$ cat src/rtl/rv_mem_arb.sv
`default_nettype none
// +--------------------------------------------------------------------------+
// | Module : rv_mem_arb                                                      |
// | Shares one single-port memory between the instruction-fetch port and the |
// | data port of the multicycle RV core. Data has priority; fetch is forced  |
// | through after STARVE_LIM consecutive conflicting data grants.            |
// | Rev    : 1.0  initial release                                            |
// +--------------------------------------------------------------------------+
module rv_mem_arb #(
  parameter int DPWIDTH    = 32,
  parameter int MEMLAT     = 1,
  parameter int STARVE_LIM = 2
) (
  input  logic               clk,
  input  logic               rst,
  input  logic               if_req,
  input  logic [DPWIDTH-1:0] if_addr,
  output logic               if_ack,
  output logic [DPWIDTH-1:0] if_rdata,
  input  logic               d_req,
  input  logic               d_we,
  input  logic [DPWIDTH-1:0] d_addr,
  input  logic [DPWIDTH-1:0] d_wdata,
  output logic               d_ack,
  output logic [DPWIDTH-1:0] d_rdata,
  output logic               mem_en,
  output logic               mem_we,
  output logic [DPWIDTH-1:0] mem_addr,
  output logic [DPWIDTH-1:0] mem_wdata,
  input  logic [DPWIDTH-1:0] mem_rdata,
  output logic               busy
);

  localparam int CNT_W = (STARVE_LIM > 0) ? $clog2(STARVE_LIM + 1) : 1;
  localparam int LAT_W = (MEMLAT > 1) ? $clog2(MEMLAT) : 1;
  localparam logic [CNT_W-1:0] STARVE_MAX = CNT_W'(STARVE_LIM);
  localparam logic [LAT_W-1:0] LAT_LAST   = LAT_W'(MEMLAT - 1);

  typedef enum logic [1:0] {
    S_IDLE   = 2'd0,
    S_ACCESS = 2'd1,
    S_WAIT   = 2'd2,
    S_RESP   = 2'd3
  } state_t;

  state_t               state_q, state_d;
  logic                 owner_q, owner_d;      // 1 = data port owns the access
  logic [CNT_W-1:0]     starve_q, starve_d;    // consecutive conflicting data grants
  logic [LAT_W-1:0]     lat_q, lat_d;          // remaining WAIT cycles minus one
  logic                 mem_en_q, mem_en_d;
  logic                 mem_we_q, mem_we_d;
  logic [DPWIDTH-1:0]   mem_addr_q, mem_addr_d;    // doubles as the address latch
  logic [DPWIDTH-1:0]   mem_wdata_q, mem_wdata_d;  // doubles as the write-data latch
  logic                 if_ack_q, if_ack_d;
  logic                 d_ack_q, d_ack_d;
  logic [DPWIDTH-1:0]   if_rdata_q, if_rdata_d;
  logic [DPWIDTH-1:0]   d_rdata_q, d_rdata_d;
  logic                 w_grant_data;

  // Next-state, arbitration and registered-output logic
  always_comb begin
    state_d      = state_q;
    owner_d      = owner_q;
    starve_d     = starve_q;
    lat_d        = lat_q;
    mem_en_d     = 1'b0;
    mem_we_d     = 1'b0;
    mem_addr_d   = mem_addr_q;
    mem_wdata_d  = mem_wdata_q;
    if_ack_d     = 1'b0;
    d_ack_d      = 1'b0;
    if_rdata_d   = if_rdata_q;
    d_rdata_d    = d_rdata_q;
    w_grant_data = 1'b0;

    case (state_q)
      S_IDLE: begin
        // Data wins unless fetch is also waiting and has been passed over
        // STARVE_LIM times in a row.
        w_grant_data = d_req && (!if_req || (starve_q != STARVE_MAX));
        if (if_req || d_req) begin
          state_d  = S_ACCESS;
          mem_en_d = 1'b1;
          if (w_grant_data) begin
            owner_d     = 1'b1;
            mem_addr_d  = d_addr;
            mem_wdata_d = d_wdata;
            mem_we_d    = d_we;
            if (if_req) begin
              starve_d = starve_q + CNT_W'(1);
            end
          end else begin
            owner_d    = 1'b0;
            mem_addr_d = if_addr;
            starve_d   = '0;
          end
        end
      end
      S_ACCESS: begin
        state_d = S_WAIT;
        lat_d   = LAT_LAST;
      end
      S_WAIT: begin
        if (lat_q == '0) begin
          // Read data is valid in this last WAIT cycle; writes capture too.
          state_d = S_RESP;
          if (owner_q) begin
            d_rdata_d = mem_rdata;
            d_ack_d   = 1'b1;
          end else begin
            if_rdata_d = mem_rdata;
            if_ack_d   = 1'b1;
          end
        end else begin
          lat_d = lat_q - LAT_W'(1);
        end
      end
      S_RESP: begin
        state_d = S_IDLE;
      end
      default: begin
        state_d = S_IDLE;
      end
    endcase
  end

  // State and output registers with synchronous reset
  always_ff @(posedge clk) begin
    if (rst) begin
      state_q     <= S_IDLE;
      owner_q     <= 1'b0;
      starve_q    <= '0;
      lat_q       <= '0;
      mem_en_q    <= 1'b0;
      mem_we_q    <= 1'b0;
      mem_addr_q  <= '0;
      mem_wdata_q <= '0;
      if_ack_q    <= 1'b0;
      d_ack_q     <= 1'b0;
      if_rdata_q  <= '0;
      d_rdata_q   <= '0;
    end else begin
      state_q     <= state_d;
      owner_q     <= owner_d;
      starve_q    <= starve_d;
      lat_q       <= lat_d;
      mem_en_q    <= mem_en_d;
      mem_we_q    <= mem_we_d;
      mem_addr_q  <= mem_addr_d;
      mem_wdata_q <= mem_wdata_d;
      if_ack_q    <= if_ack_d;
      d_ack_q     <= d_ack_d;
      if_rdata_q  <= if_rdata_d;
      d_rdata_q   <= d_rdata_d;
    end
  end

  assign if_ack    = if_ack_q;
  assign if_rdata  = if_rdata_q;
  assign d_ack     = d_ack_q;
  assign d_rdata   = d_rdata_q;
  assign mem_en    = mem_en_q;
  assign mem_we    = mem_we_q;
  assign mem_addr  = mem_addr_q;
  assign mem_wdata = mem_wdata_q;
  assign busy      = (state_q != S_IDLE);

endmodule
`default_nettype wire

$ cat config.mk
export PLATFORM = sky130hd
export DESIGN_NAME = rv_mem_arb
export DESIGN_NICKNAME = d
export VERILOG_FILES = /design/src/rtl/rv_mem_arb.sv
export SDC_FILE = /design/constraint.sdc
export NUM_CORES = 1
export LEC_CHECK = 0
export CAP_MARGIN = 10
export CORE_AREA = 2 2 112 114
export CTS_BUF_LIST = sky130_fd_sc_hd__clkbuf_8
export DETAILED_ROUTE_END_ITERATION = 7
export DIE_AREA = 0 0 114 116
export PLACE_DENSITY = 0.86
export SYNTH_ARGS = -nofsm -noshare
export SYNTH_HDL_FRONTEND = slang
export SYNTH_SLANG_ARGS = --single-unit
$ cat constraint.sdc
create_clock -name clk -period 3.6 [get_ports clk]
set_input_delay 1.08 -clock clk [delete_from_list [all_inputs] [get_ports clk]]
set_output_delay 1.08 -clock clk [all_outputs]
set_load 0.02 [all_outputs]
==> reports/summary.md, run 1 <==
* finished clean — status
* 60.0% — synthesis-to-finish area growth
* 3 — critical path fanouts, max
* 67 — maximum number of pins on one net before global-route repair
* 7 — reg2reg path depth
* 0 — setup-violating endpoint count in the final report
* 0 — CTS hold repair buffers
* 1016 — placed cell count
* 114 um — die width
* 0 — number of post-CTS setup repair buffers
* 36.7% — switching portion of total power
* 0.00199 W — total net switching power
* 0.0119 sq mm — floorplan core area
* 1.48 ns — FF-to-FF setup slack
* dfxtp_1 — cell type with the highest aggregate area in the netlist
* 1.79 ns — arrival time of the worst setup path
* 2 — number of buffers on the longest clock path
* 658 mW/mm^2 — power density cells
* 0.385 mV — peak supply drop
* 0.00344 W — Cell Int Power
* 4 — number of search-and-repair iterations in the first detailed-routing pass
* 5221 — vias in the first global route
* clkdlybuf4s50_1 — most frequent standard cell in the layout excluding fill and tap cells
* flop to output port — Crit Path Class
* dfxtp_1 (53%), a21oi_1 (12%), nand2_1 (12%), a211oi_1 (4.8%), nand3_1 (3.1%) — leading cell types by total area after synthesis
* 0 — antenna violations before repair
* 24.9% — Global Route Usage Sum
* 8.00 sq um — Avg Synthesized Cell Area
* flop to flop — worst min-delay path category
* 5.19 — drt via density
* 2.87 ns — post-layout minimum cycle time
* 1046 — non-filler cells, final
* 0.0132 sq mm — die footprint
* 0.00517 sq mm — post-synthesis instance area
* output port — capturing element type of the critical path
* 0 — diode insertion count for antenna repair
* 4 — H-tree levels
* clkdlybuf4s50_1 (264), nand2_1 (166), dfxtp_1 (137) — most frequent cells in the layout
* 116 um — die height
* 646 — number of instances in the synthesized netlist
* 25800 um — first-pass GRT wire length
* 40 — Row Count
* 1025 — number of nets in the finished design
* 2.96 nW — static leakage
* 16.0 um — routed length per instance
* 0.0132 ns — clock tree skew after final layout
* flop — nature of the critical path startpoint
* state_q[0] — startpoint of the lowest-slack register-to-register path
* 2.52 ns — data required time of the critical path
* 0 — Yosys warning count
* 365 — detailed router's first-iteration violation count
* 53.1% — share of the yosys chip area belonging to registers
* 783 — Syn Nets
* 26 — distinct cell type count after synthesis
* 22.9% — clock group share of total power
* 0.625 ns — actual transition at the worst max-transition pin
* 79.6% — part of the cycle the worst path needs
* 266 — IO Pins
* no — RSZ-0062 raised after global routing
* 58.3% — headroom to the max-slew limit
* 0.07 ns — clock-pin slew on the worst setup and hold paths
* 0.869 — routability congestion estimate from global placement
* built — CTS tree
* 0 — remaining global-route overflow
* 43.4% — initial core utilization
* 0 ns — Total Neg Setup Slack
* 0 — count of unresolved DRC violations after routing
* 11700 um — HPWL Detailed
* d_rdata[2] — startpoint of the worst hold path
* d_rdata[2] — hold worst-path end
* 265 — input/output buffers
* 17 — CTS buffer count
* 0 — number of maximum-capacitance constraint violations
* 137 — number of sinks driven by the clock tree
* clkbuf_8 — root buffer selected by CTS
* 2 — WHS Path Cells
* 0.349 GHz — Max Clock Freq
* 0 — remaining number of nets flagged by the antenna check after routing
* 36.3% — sequential share of power
* 16800 um — wirelength, routed
* 0 — # resized after CTS
* mem_addr[5] — destination of the worst register-to-register timing path
* 137 — #FFs+latches synth
* 0.45 ns — clock insertion delay at the later pin of the skew report
* 53.1% — Synth top area share
* 5.56% — fraction of layout cells with a size suffix above 1
* 0 — number of endpoints with negative hold slack in the final report
* 5428 — count of vias placed by the detailed router
* 40.8% — portion of total power attributed to combinational logic
* 0 — Final Slew Violations
-- metal layers --
layer	GRT usage, %	wire, um	vias up
met1	28.1	6690	2527
met2	42.7	8250	210
met4	11.1	489	0
li1	-	-	2652
met5	0	0	-
met3	8.94	1330	39
-- cell usage after synthesis, drive strengths merged --
master and number:
nand2 166, nor3b 1, or3 2, dfxtp 137
a21oi 131, clkbuf 31, ha 4, nor2b 1
nand2b 1, a211oi 33, a21bo 1, or3b 1
nor2 38, o21a 1, mux2i 1, o21ai 33
nand3 32, inv 4, a21boi 1, and2 1
buf 26
-- power by group through the flow --
| stage | registers, W | logic, W | clock network [W] |
|---|---|---|---|
| after CTS | 0.00197 | 0.00223 | 0.00126 |
| after global routing | 0.00201 | 0.00240 | 0.00132 |
| after global placement | 0.00199 | 0.00218 | 0 |
| after floorplan | 0.00234 | 0.000875 | 0 |
| after detailed placement | 0.00201 | 0.00221 | 0 |
| final | 0.00198 | 0.00222 | 0.00124 |
-- flip-flops by register name, indices dropped and copies added, names as in the netlist --
signal and cells:
d_rdata 32, mem_we 1, mem_wdata 32, state_q 2
if_ack 1, starve_q 2, d_ack 1, owner_q 1
mem_en 1, mem_addr 32, if_rdata 32
-- layout make-up --
type / count / area [sq um]
clock buffer: 21 / 289
clock inverter: 9 / 100
fill: 966 / 3640
inverter: 4 / 15.0
multi-input combinational: 448 / 2150
sequential: 137 / 2740
tap: 147 / 184
timing repair buffer: 280 / 2790
-- critical path, stage by stage (launching register included) --
cell,delay [ns]
dfxtp_1,0.34
inv_1,0.08
ha_1,0.22
inv_1,0.07
clkdlybuf4s50_1,0.65
-- per-stage QoR --
step                      hold slack (ns)  util [%]  power (W)  instance area, sq um  setup slack, ns
after floorplan                     0.452         -    0.00322                  5170             1.49
after global placement              0.441      66.2    0.00417                  7880            0.766
after detailed placement            0.446      66.2    0.00421                  7880            0.677
after CTS                           0.456      69.4    0.00547                  8270            0.700
after global routing                0.467      69.4    0.00572                  8270            0.613
final                               0.451      69.4    0.00544                  8270            0.733
-- logic make-up (layout without fill, tap and decap cells) --
kind of cell | after synthesis | in the layout | share of synthesized area [%]
and+or+nand+nor | 243 | 243 | 18.8
muxes | 1 | 1 | 0.194
buffers and inverters | 61 | 314 | 5.49
AOI/OAI and AO/OA | 200 | 200 | 21.4
adders and majority gates | 4 | 4 | 0.968
DFF | 137 | 137 | 53.1
-- worst max-delay path by stage --
stage | startpoint | to | depth (start not counted)
2_1_floorplan | state_q[0] | busy | 4
3_3_place_gp | if_req | mem_wdata[3] | 5
3_5_place_dp | d_req | mem_addr[5] | 5
4_1_cts | state_q[0] | busy | 4
5_1_grt | state_q[0] | busy | 4
6_report | state_q[0] | busy | 4
Power figures use the tool's default switching activity.
==> run 2, diff against run 1 <==
--- a/config.mk
+++ b/config.mk
@@ -6,11 +6,11 @@
 export NUM_CORES = 1
 export LEC_CHECK = 0
 export CAP_MARGIN = 10
-export CORE_AREA = 2 2 112 114
+export CORE_AREA = 2 2 122 124
 export CTS_BUF_LIST = sky130_fd_sc_hd__clkbuf_8
 export DETAILED_ROUTE_END_ITERATION = 7
-export DIE_AREA = 0 0 114 116
-export PLACE_DENSITY = 0.86
+export DIE_AREA = 0 0 124 126
+export PLACE_DENSITY = 0.77
 export SYNTH_ARGS = -nofsm -noshare
 export SYNTH_HDL_FRONTEND = slang
 export SYNTH_SLANG_ARGS = --single-unit
==> constraint.sdc (replaced) <==
create_clock -name clk -period 2.4 [get_ports clk]
set_input_delay 0.72 -clock clk [delete_from_list [all_inputs] [get_ports clk]]
set_output_delay 0.72 -clock clk [all_outputs]
set_load 0.02 [all_outputs]
==> reports/summary.md, run 2 (same netlist as run 1, synthesis figures left out) <==
* 38.3% — switching portion of total power, was 36.7%
* 124 um — die width, was 114 um
* 36.1% — initial core utilization, was 43.4%
* 0 — antenna violations before repair, unchanged
* 0 ns — Total Neg Setup Slack, unchanged
* 0.00307 W — total net switching power, was 0.00199 W
* 126 um — die height, was 116 um
* 0.454 ns — final hold slack, was 0.451 ns
* 4 — H-tree levels, unchanged
* 1.47 ns — arrival time of the worst setup path, was 1.79 ns
* built — CTS tree, unchanged
* 21.1% — clock group share of total power, was 22.9%
* 5.99% — fraction of layout cells with a size suffix above 1, was 5.56%
* no — RSZ-0062 raised after global routing, unchanged
* 2.19 ns — post-layout minimum cycle time
* 61.4% — synthesis-to-finish area growth, was 60.0%
* 48 — maximum number of pins on one net before global-route repair, was 67
* 0.08 ns — clock-pin slew on the worst setup and hold paths, was 0.07 ns
* 91.1% — part of the cycle the worst path needs
* 65.8% — headroom to the max-slew limit, was 58.3%
* 265 — input/output buffers, unchanged
* 42.1% — portion of total power attributed to combinational logic, was 40.8%
* 0.214 ns — Worst Setup Slack, final, was 0.733 ns
* 0 — number of post-CTS setup repair buffers, unchanged
* 0.0156 sq mm — die footprint, was 0.0132 sq mm
* flop to flop — worst min-delay path category, unchanged
* 0 — diode insertion count for antenna repair, unchanged
* clkbuf_8 — root buffer selected by CTS, unchanged
* 1.68 ns — data required time of the critical path, was 2.52 ns
* 2 — number of buffers on the longest clock path, unchanged
* 0 — number of endpoints with negative hold slack in the final report, unchanged
* 5097 — vias in the first global route, was 5221
* 58.3% — utilization after layout, was 69.4%
* 4.90 — drt via density, was 5.19
* 0 — Final Slew Violations, unchanged
* 0.43 ns — clock insertion delay at the later pin of the skew report, was 0.45 ns
* 0.458 GHz — Max Clock Freq
* 15.3 um — routed length per instance, was 16.0 um
* 0.0158 ns — clock tree skew after final layout, was 0.0132 ns
* 959 mW/mm^2 — power density cells, was 658 mW/mm^2
* 0 — number of maximum-capacitance constraint violations, unchanged
* 0.0143 sq mm — floorplan core area, was 0.0119 sq mm
* flop — nature of the critical path startpoint, unchanged
* 0.775 — routability congestion estimate from global placement, was 0.869
* 5 — number of search-and-repair iterations in the first detailed-routing pass, was 4
* 1026 — number of nets in the finished design, was 1025
* 5317 — count of vias placed by the detailed router, was 5428
* 0 — remaining global-route overflow, unchanged
* 1054 — placed cell count, was 1016
* 137 — number of sinks driven by the clock tree, unchanged
* 3 — critical path fanouts, max, unchanged
* clkdlybuf4s50_1 (263), nand2_1 (166), dfxtp_1 (137) — most frequent cells in the layout, was clkdlybuf4s50_1 (264), nand2_1 (166), dfxtp_1 (137)
* 266 — IO Pins, unchanged
* 11000 um — HPWL Detailed, was 11700 um
* 283 — detailed router's first-iteration violation count, was 365
* 2.97 nW — static leakage, was 2.96 nW
* 16600 um — wirelength, routed, was 16800 um
* 1086 — non-filler cells, final, was 1046
* clkdlybuf4s50_1 — most frequent standard cell in the layout excluding fill and tap cells, unchanged
* 21.1% — Global Route Usage Sum, was 24.9%
* finished clean — status, unchanged
* 25900 um — first-pass GRT wire length, was 25800 um
* 44 — Row Count, was 40
* flop to output port — Crit Path Class, unchanged
* 0.513 ns — actual transition at the worst max-transition pin, was 0.625 ns
* 0 — setup-violating endpoint count in the final report, unchanged
* 0 — count of unresolved DRC violations after routing, unchanged
* output port — capturing element type of the critical path, unchanged
* 0.129 ns — pre-CTS setup slack, was 0.677 ns
* 36.8% — sequential share of power, was 36.3%
* 17 — CTS buffer count, unchanged
* 0.00494 W — Cell Int Power, was 0.00344 W
* 0.651 mV — peak supply drop, was 0.385 mV
* 0 — remaining number of nets flagged by the antenna check after routing, unchanged
## run 2: changes by cell type in the layout (fill, tap and decap cells not counted), sizes merged
| cell | before | now |
|---|---|---|
| clkinv | 2 | 9 |
| clkbuf | 21 | 18 |
| bufinv | 2 | 0 |
| buf | 16 | 17 |
| clkdlybuf4s50 | 264 | 263 |
| clkinvlp | 3 | 2 |
| dlygate4sd2 | 0 | 1 |
| inv | 6 | 7 |
## run 2: power groups by stage
| stage | Combinational [W] | Sequential (W) | Clock, W |
|---|---|---|---|
| 5_1_grt | 0.00366 | 0.00301 | 0.00186 |
| 3_3_place_gp | 0.00337 | 0.00298 | 0 |
| 4_1_cts | 0.00340 | 0.00295 | 0.00173 |
| 3_5_place_dp | 0.00339 | 0.00300 | 0 |
| 2_1_floorplan | 0.00131 | 0.00352 | 0 |
| 6_report | 0.00337 | 0.00294 | 0.00169 |
## run 2: timing repair
item                       4_1_cts  5_1_grt
hold endpoints to repair         0        0
hold buffers                     0        0
setup endpoints to repair        1        0
gates resized for setup          1        0
## run 2: final cells by class
type | count | area [sq um]
fill | 1321 | 5970
timing repair buffer | 281 | 2860
sequential | 137 | 2740
multi-input combinational | 448 | 2150
clock buffer | 18 | 248
tap | 184 | 230
clock inverter | 14 | 100
inverter | 4 | 15.0
## run 2: critical path: stages (launching register included)
cell and delay, ns:
dfxtp_1 0.34, inv_1 0.07, ha_1 0.21, inv_1 0.07, dlygate4sd2_1 0.36
## run 2: per-layer routing
layer	up-vias	part of all wire [%]	track usage [%]
met5	-	0	0
met4	0	0.93	5.02
met3	12	8.6	7.93
met2	189	49	35.6
met1	2465	42	25.2
li1	2651	-	-
## run 2: worst paths after layout
check,from,endpoint,slack (ns),depth (start not counted)
setup / recovery,state_q[0],busy,0.21,4
hold / removal,d_rdata[10],d_rdata[10],0.45,2
setup reg to reg,state_q[0],mem_addr[26],0.55,7
hold reg to reg,d_rdata[10],d_rdata[10],0.45,2
## run 2: stage by stage
step                      area [sq um]  total power (W)
after floorplan                   5170          0.00483
after global routing              8340          0.00852
after global placement            8000          0.00635
after CTS                         8340          0.00808
after detailed placement          8000          0.00639
final                             8340          0.00800
